[config.mk]
export PLATFORM = sky130hd
export DESIGN_NAME = parking_lot_counter_flat
export DESIGN_NICKNAME = d
export VERILOG_FILES = /design/src/rtl/parking_lot_counter_if.sv /design/src/rtl/parking_lot_counter.sv /design/src/flat_wrapper.sv
export SDC_FILE = /design/constraint.sdc
export NUM_CORES = 1
export LEC_CHECK = 0
export ABC_AREA = 0
export ABC_CLOCK_PERIOD_IN_PS = 3460
export CAP_MARGIN = 5
export CORE_ASPECT_RATIO = 1.25
export CORE_MARGIN = 2
export CORE_UTILIZATION = 45
export DETAILED_ROUTE_END_ITERATION = 8
export PLACE_DENSITY_LB_ADDON = 0.2
export SLEW_MARGIN = 20
export SYNTH_ARGS = -nofsm -noshare
export SYNTH_HDL_FRONTEND = slang
export SYNTH_SLANG_ARGS = --single-unit
[constraint.sdc]
create_clock -name clk -period 3.46 [get_ports clk]
set_clock_uncertainty 0.1 [all_clocks]
set_input_delay 0.519 -clock clk [delete_from_list [all_inputs] [get_ports clk]]
set_output_delay 0.519 -clock clk [all_outputs]
set_load 0.02 [all_outputs]
[src/rtl/parking_lot_counter_if.sv]
// Sensor and status bundle between the beam synchronisers and the occupancy counter.
// The master side drives the beams; the slave side is the counter itself.
interface parking_lot_counter_if #(
   parameter int LANES = 2,
   parameter int CNT_W = 4
);
   logic [LANES-1:0] sensor_a;
   logic [LANES-1:0] sensor_b;
   logic [LANES-1:0] enter_pulse;
   logic [LANES-1:0] exit_pulse;
   logic [CNT_W-1:0] count;
   logic             full;
   logic             empty;
   logic             overflow;
   logic             underflow;

   modport master (
      output sensor_a, sensor_b,
      input  enter_pulse, exit_pulse, count, full, empty, overflow, underflow
   );

   modport slave (
      input  sensor_a, sensor_b,
      output enter_pulse, exit_pulse, count, full, empty, overflow, underflow
   );
endinterface

[src/rtl/parking_lot_counter.sv]
// Multi-lane parking-lot occupancy counter: per-lane direction FSMs feed one
// saturating occupancy count with full/empty status and clamp error pulses.
module parking_lot_counter #(
   parameter int LANES    = 2,
   parameter int CAPACITY = 15,
   parameter int CNT_W    = $clog2(CAPACITY + 1)
) (
   input logic                   clk,
   input logic                   rst,
   parking_lot_counter_if.slave  bus
);

   localparam int EW    = $clog2(LANES + 1);
   localparam int SUM_W = CNT_W + EW + 1;
   localparam logic signed [SUM_W-1:0] CAP_S = SUM_W'(CAPACITY);

   typedef enum logic [2:0] {
      IDLE,
      IN_A,
      IN_AB,
      IN_B,
      OUT_B,
      OUT_AB,
      OUT_A
   } laneState_e;

   logic [LANES-1:0] enterDone;
   logic [LANES-1:0] exitDone;

   logic [LANES-1:0] enterPulse_q;
   logic [LANES-1:0] exitPulse_q;
   logic [CNT_W-1:0] count_q, count_d;
   logic             overflow_q, overflow_d;
   logic             underflow_q, underflow_d;

   logic [EW-1:0]           entCnt;
   logic [EW-1:0]           extCnt;
   logic signed [SUM_W-1:0] nextSum;

   for (genvar g = 0; g < LANES; g++) begin : gLane
      laneState_e state_q;
      logic [1:0] ab;

      assign ab = {bus.sensor_a[g], bus.sensor_b[g]};
      assign enterDone[g] = (state_q == IN_B)  && (ab == 2'b00);
      assign exitDone[g]  = (state_q == OUT_A) && (ab == 2'b00);

      // 11 from IDLE is ambiguous, so a lane only commits to a direction on a single beam.
      always_ff @(posedge clk) begin
         if (rst) begin
            state_q <= IDLE;
         end else begin
            case (state_q)
               IDLE:    if (ab == 2'b10) state_q <= IN_A;
                        else if (ab == 2'b01) state_q <= OUT_B;
               IN_A:    if (ab == 2'b11) state_q <= IN_AB;
                        else if (ab != 2'b10) state_q <= IDLE;
               IN_AB:   if (ab == 2'b01) state_q <= IN_B;
                        else if (ab == 2'b10) state_q <= IN_A;
                        else if (ab == 2'b00) state_q <= IDLE;
               IN_B:    if (ab == 2'b11) state_q <= IN_AB;
                        else if (ab != 2'b01) state_q <= IDLE;
               OUT_B:   if (ab == 2'b11) state_q <= OUT_AB;
                        else if (ab != 2'b01) state_q <= IDLE;
               OUT_AB:  if (ab == 2'b10) state_q <= OUT_A;
                        else if (ab == 2'b01) state_q <= OUT_B;
                        else if (ab == 2'b00) state_q <= IDLE;
               OUT_A:   if (ab == 2'b11) state_q <= OUT_AB;
                        else if (ab != 2'b10) state_q <= IDLE;
               default: state_q <= IDLE;
            endcase
         end
      end
   end

   // Entries and exits net out first, so only the combined result is clamped.
   always_comb begin
      entCnt = '0;
      extCnt = '0;
      for (int i = 0; i < LANES; i++) begin
         entCnt = entCnt + EW'(enterDone[i]);
         extCnt = extCnt + EW'(exitDone[i]);
      end
      nextSum     = SUM_W'(count_q) + SUM_W'(entCnt) - SUM_W'(extCnt);
      count_d     = nextSum[CNT_W-1:0];
      overflow_d  = 1'b0;
      underflow_d = 1'b0;
      if (nextSum[SUM_W-1]) begin
         count_d     = '0;
         underflow_d = 1'b1;
      end else if (nextSum > CAP_S) begin
         count_d    = CNT_W'(CAPACITY);
         overflow_d = 1'b1;
      end
   end

   always_ff @(posedge clk) begin
      if (rst) begin
         enterPulse_q <= '0;
         exitPulse_q  <= '0;
         count_q      <= '0;
         overflow_q   <= 1'b0;
         underflow_q  <= 1'b0;
      end else begin
         enterPulse_q <= enterDone;
         exitPulse_q  <= exitDone;
         count_q      <= count_d;
         overflow_q   <= overflow_d;
         underflow_q  <= underflow_d;
      end
   end

   assign bus.enter_pulse = enterPulse_q;
   assign bus.exit_pulse  = exitPulse_q;
   assign bus.count       = count_q;
   assign bus.overflow    = overflow_q;
   assign bus.underflow   = underflow_q;
   assign bus.full        = (count_q == CNT_W'(CAPACITY));
   assign bus.empty       = (count_q == '0);

endmodule

[src/flat_wrapper.sv]
// flat-port wrapper written by rule: the top's interface ports become plain ports
module parking_lot_counter_flat 
#(
   parameter int LANES    = 2,
   parameter int CAPACITY = 15,
   parameter int CNT_W    = $clog2(CAPACITY + 1)
)
  (clk, rst, bus_sensor_a, bus_sensor_b, bus_enter_pulse, bus_exit_pulse, bus_count, bus_full, bus_empty, bus_overflow, bus_underflow);
  parking_lot_counter_if #(.LANES(LANES), .CNT_W(CNT_W)) bus_i ();
  input logic clk;
  input logic rst;
  input wire logic [$bits(bus_i.sensor_a)-1:0] bus_sensor_a;
  input wire logic [$bits(bus_i.sensor_b)-1:0] bus_sensor_b;
  output wire logic [$bits(bus_i.enter_pulse)-1:0] bus_enter_pulse;
  output wire logic [$bits(bus_i.exit_pulse)-1:0] bus_exit_pulse;
  output wire logic [$bits(bus_i.count)-1:0] bus_count;
  output wire logic [$bits(bus_i.full)-1:0] bus_full;
  output wire logic [$bits(bus_i.empty)-1:0] bus_empty;
  output wire logic [$bits(bus_i.overflow)-1:0] bus_overflow;
  output wire logic [$bits(bus_i.underflow)-1:0] bus_underflow;
  assign bus_i.sensor_a = bus_sensor_a;
  assign bus_i.sensor_b = bus_sensor_b;
  assign bus_enter_pulse = bus_i.enter_pulse;
  assign bus_exit_pulse = bus_i.exit_pulse;
  assign bus_count = bus_i.count;
  assign bus_full = bus_i.full;
  assign bus_empty = bus_i.empty;
  assign bus_overflow = bus_i.overflow;
  assign bus_underflow = bus_i.underflow;
  parking_lot_counter #(.LANES(LANES), .CAPACITY(CAPACITY), .CNT_W(CNT_W)) u_core (.clk(clk), .rst(rst), .bus(bus_i));
endmodule
Yosys cells after proc, flatten, opt, wreduce, memory -nomap -nowiden
Index checks and enable logic that the tools add are counted.
Storage, ports and cells
  bits in read-only memories: 0
  word-level logic and storage cells: 78
  input bits: 6
  bits in registers: 16
  RAM bits: 0
  memories kept: 0
  latch bits: 0
Operators by class
  $mul: 0
  magnitude comparators: 1
  muxes and demuxes: 31
  divide/modulo/power cells: 0
  $add $sub $neg: 4
  eq/ne operators: 25
  reductions and logical operators: 10
  shift operators: 0
  bitwise gates (word level): 0
Operators with widths (count)
  $mux W3: 26
  $pmux W3 S7: 2
  $eq A3 B3 Y1 const B: 6
  $eq A3 B2 Y1 const B: 4
  $eq A2 B2 Y1 const B: 4
  $gt A7 B5 Y1 const B: 1
  $sub A7 B2 Y7: 1
  $eq A3 B1 Y1 const B: 2
  $logic_not A3 Y1: 2
  $ne A3 B1 Y1 const B: 2
  $add A4 B2 Y5: 1
  $add A1 B1 Y2: 2
  $eq A2 B1 Y1 const B: 2
  $eq A4 B4 Y1 const B: 1
  $logic_and A1 B1 Y1: 4
  $logic_not A2 Y1: 2
  $logic_not A4 Y1: 1
  $mux W4: 1
  $ne A2 B1 Y1 const B: 2
  $ne A2 B2 Y1 const B: 2
  $mux W1: 2
  $reduce_or A2 Y1: 1

Logic depth before layout (Yosys ltp)
  word-level depth: 7
  depth in mapped cells: 10
  gate-level depth less buffers: 8

Worst setup path before layout
No wires, ideal clock.
  path kind: in2reg
  start: input port bus_sensor_b[1]
  end: register u_core.count_q[2] (netlist: u_core.bus.count[2])
  required time: 3.234 ns
  arrival: 2.379 ns
  buffers on the path: 1
  path slack: 0.855 ns
  stages on the path: 8
  cell sequence: clkbuf_2 > nor3b_1 > nand3b_1 > fa_1 > fa_1 > and4bb_2 > nor3b_1 > o32ai_1
Between the ends
  longest elaborated chain between the ends: 7
  elaborated cells between the ends (all ways): 10
  classes of those cells: add/sub: 4; order compare: 1; mux: 1; reduce/logical: 4
RTL lines
  from (decl): RTL line flat_wrapper.sv:13  | input wire logic [$bits(bus_i.sensor_b)-1:0] bus_sensor_b;
  $logic_not A2 Y1 *: RTL line parking_lot_counter.sv:45, parking_lot_counter.sv:46
  $logic_and A1 B1 Y1: RTL line parking_lot_counter.sv:45  | assign enterDone[g] = (state_q == IN_B) && (ab == 2'b00);
  $add A1 B1 Y2: RTL line parking_lot_counter.sv:81  | entCnt = entCnt + EW'(enterDone[i]);
  $add A4 B2 Y5: RTL line parking_lot_counter.sv:84  | nextSum = SUM_W'(count_q) + SUM_W'(entCnt) - SUM_W'(extCnt);
  $sub A7 B2 Y7 *: RTL line parking_lot_counter.sv:84
  $gt A7 B5 Y1: RTL line parking_lot_counter.sv:91  | end else if (nextSum > CAP_S) begin
  $mux W4: RTL line parking_lot_counter.sv:91
  to (signal assigned): RTL line parking_lot_counter.sv:107  | count_q <= count_d;
  to (decl): RTL line parking_lot_counter.sv:32  | logic [CNT_W-1:0] count_q, count_d;
Every way passes the cells marked *; elsewhere a longest branch is shown, timed or not.
A chain may end at the register's enable or synchronous reset.

Final worst setup path
  start: input port bus_sensor_a[1]
  end: register u_core.count_q[0] (netlist: u_core.bus.count[0])
Between the ends
  longest elaborated chain between the ends: 7
  elaborated cells between the ends (all ways): 10
  classes of those cells: add/sub: 4; order compare: 1; mux: 1; reduce/logical: 4
RTL lines
  from (decl): RTL line flat_wrapper.sv:12  | input wire logic [$bits(bus_i.sensor_a)-1:0] bus_sensor_a;
  $logic_not A2 Y1 *: RTL line parking_lot_counter.sv:45, parking_lot_counter.sv:46
  $logic_and A1 B1 Y1: RTL line parking_lot_counter.sv:45
  $add A1 B1 Y2: RTL line parking_lot_counter.sv:81
  $add A4 B2 Y5: RTL line parking_lot_counter.sv:84
  $sub A7 B2 Y7 *: RTL line parking_lot_counter.sv:84
  $gt A7 B5 Y1: RTL line parking_lot_counter.sv:91
  $mux W4: RTL line parking_lot_counter.sv:91
Marks and branches as above.

==> flow_metrics.tcl <==
set metrics [dict create \
    detail-route-antenna-nets 0 \
    place_area_mm2 0.001081 \
    synthCells 106 \
    drt_pre_antenna_iters 4 \
    critPathMaxFanout 8 \
    post-route-min-period_ps 2910 \
    dieArea_mm2 0.002505 \
    wl_per_cell_um 13.00 \
    cts_tree "yes" \
    cts_inserted_buffers 3 \
    syn-num-nets 115 \
    report.final.setup_viol 0 \
    finalHoldViolCount 0 \
    hold_end "u_core.gLane[0].state_q[1]" \
    cts_sinks 16 \
    synthArstFlopShare_pct 0 \
    placer_congestion 0.8097 \
    netlist_area_um2 953.4 \
    hold_fix_buffer_count_after_cts 0 \
    fin_hold_ws_ps 478.7 \
    drc_errors 0 \
    std_cell_core_area_mm2 0.001982 \
    design.portCount 18 \
    final_worst_path_period_share_pct 84.09 \
    final_area_mm2 0.001117 \
    cts_resized 0 \
    clock_path_buffers 2 \
    setup.worst_path.class "in2reg" \
    avgSynthCellArea_um2 8.994 \
    ir_worst_vdd_uv 175.0 \
    synth_sequential_area_ratio_pct 33.60 \
    critical_path_required_ps 3610 \
    post-place-cells 134 \
    vias_per_cell 5.848 \
    clock_tree.root_cell "clkbuf_4" \
    worst_r2r_startpoint "u_core.gLane[1].state_q[1]" \
    powerDensity_mw_per_mm2 314.7 \
    ys_types 39 \
    syn_to_final_growth_pct 17.19 \
    synth_seq_cells 16 \
    timing.hold.worst.class "reg2reg" \
    dp_hpwl_mm 1.302 \
    sum_of_overflow_across_all_layers_after_global_routing 0 \
    cts_max_level 1 \
    drt-total-wl_mm 1.794 \
    grt_usage_pct 16.74 \
    whs_path_depth 2 \
    r2r_end "u_core.bus.count[0]" \
    postCtsSetupRepairBufs 0 \
    launch_point_of_the_worst_hold_path "u_core.gLane[0].state_q[0]" \
    power.static_leakage_nw 0.3795 \
    wire_length_of_the_first_global_routing_pass_mm 3.174 \
    maxClockFrequency_mhz 343.7 \
    max-cap-violations 0 \
    multi_input_area_um2 558.0 \
    routed-via-count 807 \
    grt_pass1_vias 776 \
    utilization_pct 56.38 \
    floorplan.initialDensity_pct 48.11 \
    startpoint_type "input port" \
    maxSlewHeadroom_pct 58.06 \
    critical_path_endpoint_category "register" \
    final_cells 138 \
    clk_transition_reported_paths_ps 100 \
    r2r_cells 7 \
    number_of_violations_reported_at_the_end_of_detailed_routing_iteration_0 9 \
    synth-edff-count 0 \
    worstSkewPairLatency_ps 300 \
    antenna_found_initial 0 \
    dieHeight_um 55.46 \
    arrival_time_of_the_worst_setup_path_ps 3060 \
    rsz0062_at_grt "no" \
    number_of_antenna_cells_inserted 0 \
    final_layout_size_suffix_gt1_share_pct 5.085 \
    num_rows 18 \
    finalNetCount 128 \
    final-max-slew-violation-count 0 \
    die_w_um 45.17 \
    area.sequential_um2 320.3 \
    tightest_slew_ps 627.1 \
    setup_slack_on_the_worst_flop_to_flop_path_ps 860 \
    buffer_ports.inserted 17 \
    totalNegativeSetupSlack_ps 0 \
    yosysWarnings 0 \
    synth_ff_type "dfxtp_1" \
    outcome "completed" \
    maximum_number_of_pins_on_one_net_before_global_route_repair 20 \
    final.fill_count 195 \
]
## state kept, by name, indices dropped and copies added, names as in the netlist
signal                  cells
u_core.bus.overflow         1
u_core.bus.underflow        1
u_core.bus.exit_pulse       2
u_core.bus.count            4
u_core.bus.enter_pulse      2
u_core.gLane.state_q        6
## cell usage in the layout (no fill, tap or decap), drive strengths merged, types with 4 or more instances in the layout
cell | Yosys | routed
a21oi | 8 | 8
clkbuf | 5 | 4
nand2 | 6 | 6
dfxtp | 16 | 16
nor3b | 4 | 4
clkdlybuf4s50 | 0 | 17
nand4b | 4 | 4
nor2b | 5 | 5
a31oi | 5 | 5
nand3b | 5 | 5
nor2 | 9 | 9
## metal layers
layer / wire length (um) / up-vias / GRT usage (%)
li1: - / 411 / -
met1: 781 / 373 / 19.38
met5: 0 / - / 0
met4: 45 / 0 / 9.244
met3: 61 / 5 / 2.288
met2: 905 / 18 / 28.16
## report_power, final
group | switching, mW | leakage, nW | internal [mW] | total, mW
clock | 0.0667 | 0.0210 | 0.0642 | 0.131
sequential | 0.00544 | 0.130 | 0.187 | 0.193
combinational | 0.0126 | 0.229 | 0.0153 | 0.0279
## cells in the mapped netlist (2+ instances only)
master | count | share of area, %
dfxtp_1 | 16 | 34
nor2_1 | 9 | 3.5
a21oi_1 | 8 | 4.2
nand2_1 | 6 | 2.4
a31oi_1 | 5 | 3.3
nand3b_1 | 5 | 3.9
nor2b_1 | 5 | 3.3
nand4b_1 | 4 | 3.7
nor3b_1 | 4 | 3.1
buf_2 | 3 | 1.6
nand2b_1 | 3 | 2.0
nor4_1 | 3 | 2.0
or3b_1 | 3 | 2.8
clkbuf_2 | 2 | 1.0
clkbuf_8 | 2 | 2.9
fa_1 | 2 | 4.2
inv_1 | 2 | 0.79
nor4bb_1 | 2 | 2.1
xnor2_1 | 2 | 1.8
## worst max-delay path, stage by stage
cell,delay (ps)
clkdlybuf4s50_1,520
nor3b_1,300
nand3b_1,160
fa_1,460
fa_1,460
and4bb_2,290
a2bb2oi_1,190
o31a_1,160
## stage by stage
stage	total power [mW]	setup slack, ps
finish	0.3516	550.5
global route	0.3667	276.2
CTS	0.3559	562.5
detailed placement	0.2250	252.8
global placement	0.2243	327.4
floorplan	0.2181	854.8
## cells by family after synthesis
group | synth area share (%)
AND/OR/NAND/NOR | 36.75
AO/OA/AOI/OAI | 13.52
flip-flops | 33.60
buffers and inverters | 7.874
XOR/XNOR | 2.756
adder cells (fa/ha/maj) | 5.512
## worst max-delay path by stage
stage,cells past startpoint,to,from,slack [ps]
detailed placement,8,u_core.bus.count[2],bus_sensor_a[1],250
global placement,8,u_core.bus.count[2],bus_sensor_a[1],330
floorplan,8,u_core.bus.count[2],bus_sensor_b[1],850
CTS,8,u_core.bus.count[0],bus_sensor_a[1],560
finish,8,u_core.bus.count[0],bus_sensor_a[1],550
global route,8,u_core.bus.count[2],bus_sensor_a[1],280
## area by class of cell
type | count | share of cell area (%)
Clock buffer | 4 | 3.247
Inverter | 2 | 0.6719
Multi-Input combinational cell | 79 | 49.94
Sequential cell | 16 | 28.67
Tap cell | 20 | 2.240
Timing Repair Buffer | 17 | 15.23
Power figures use the tool's default switching activity.
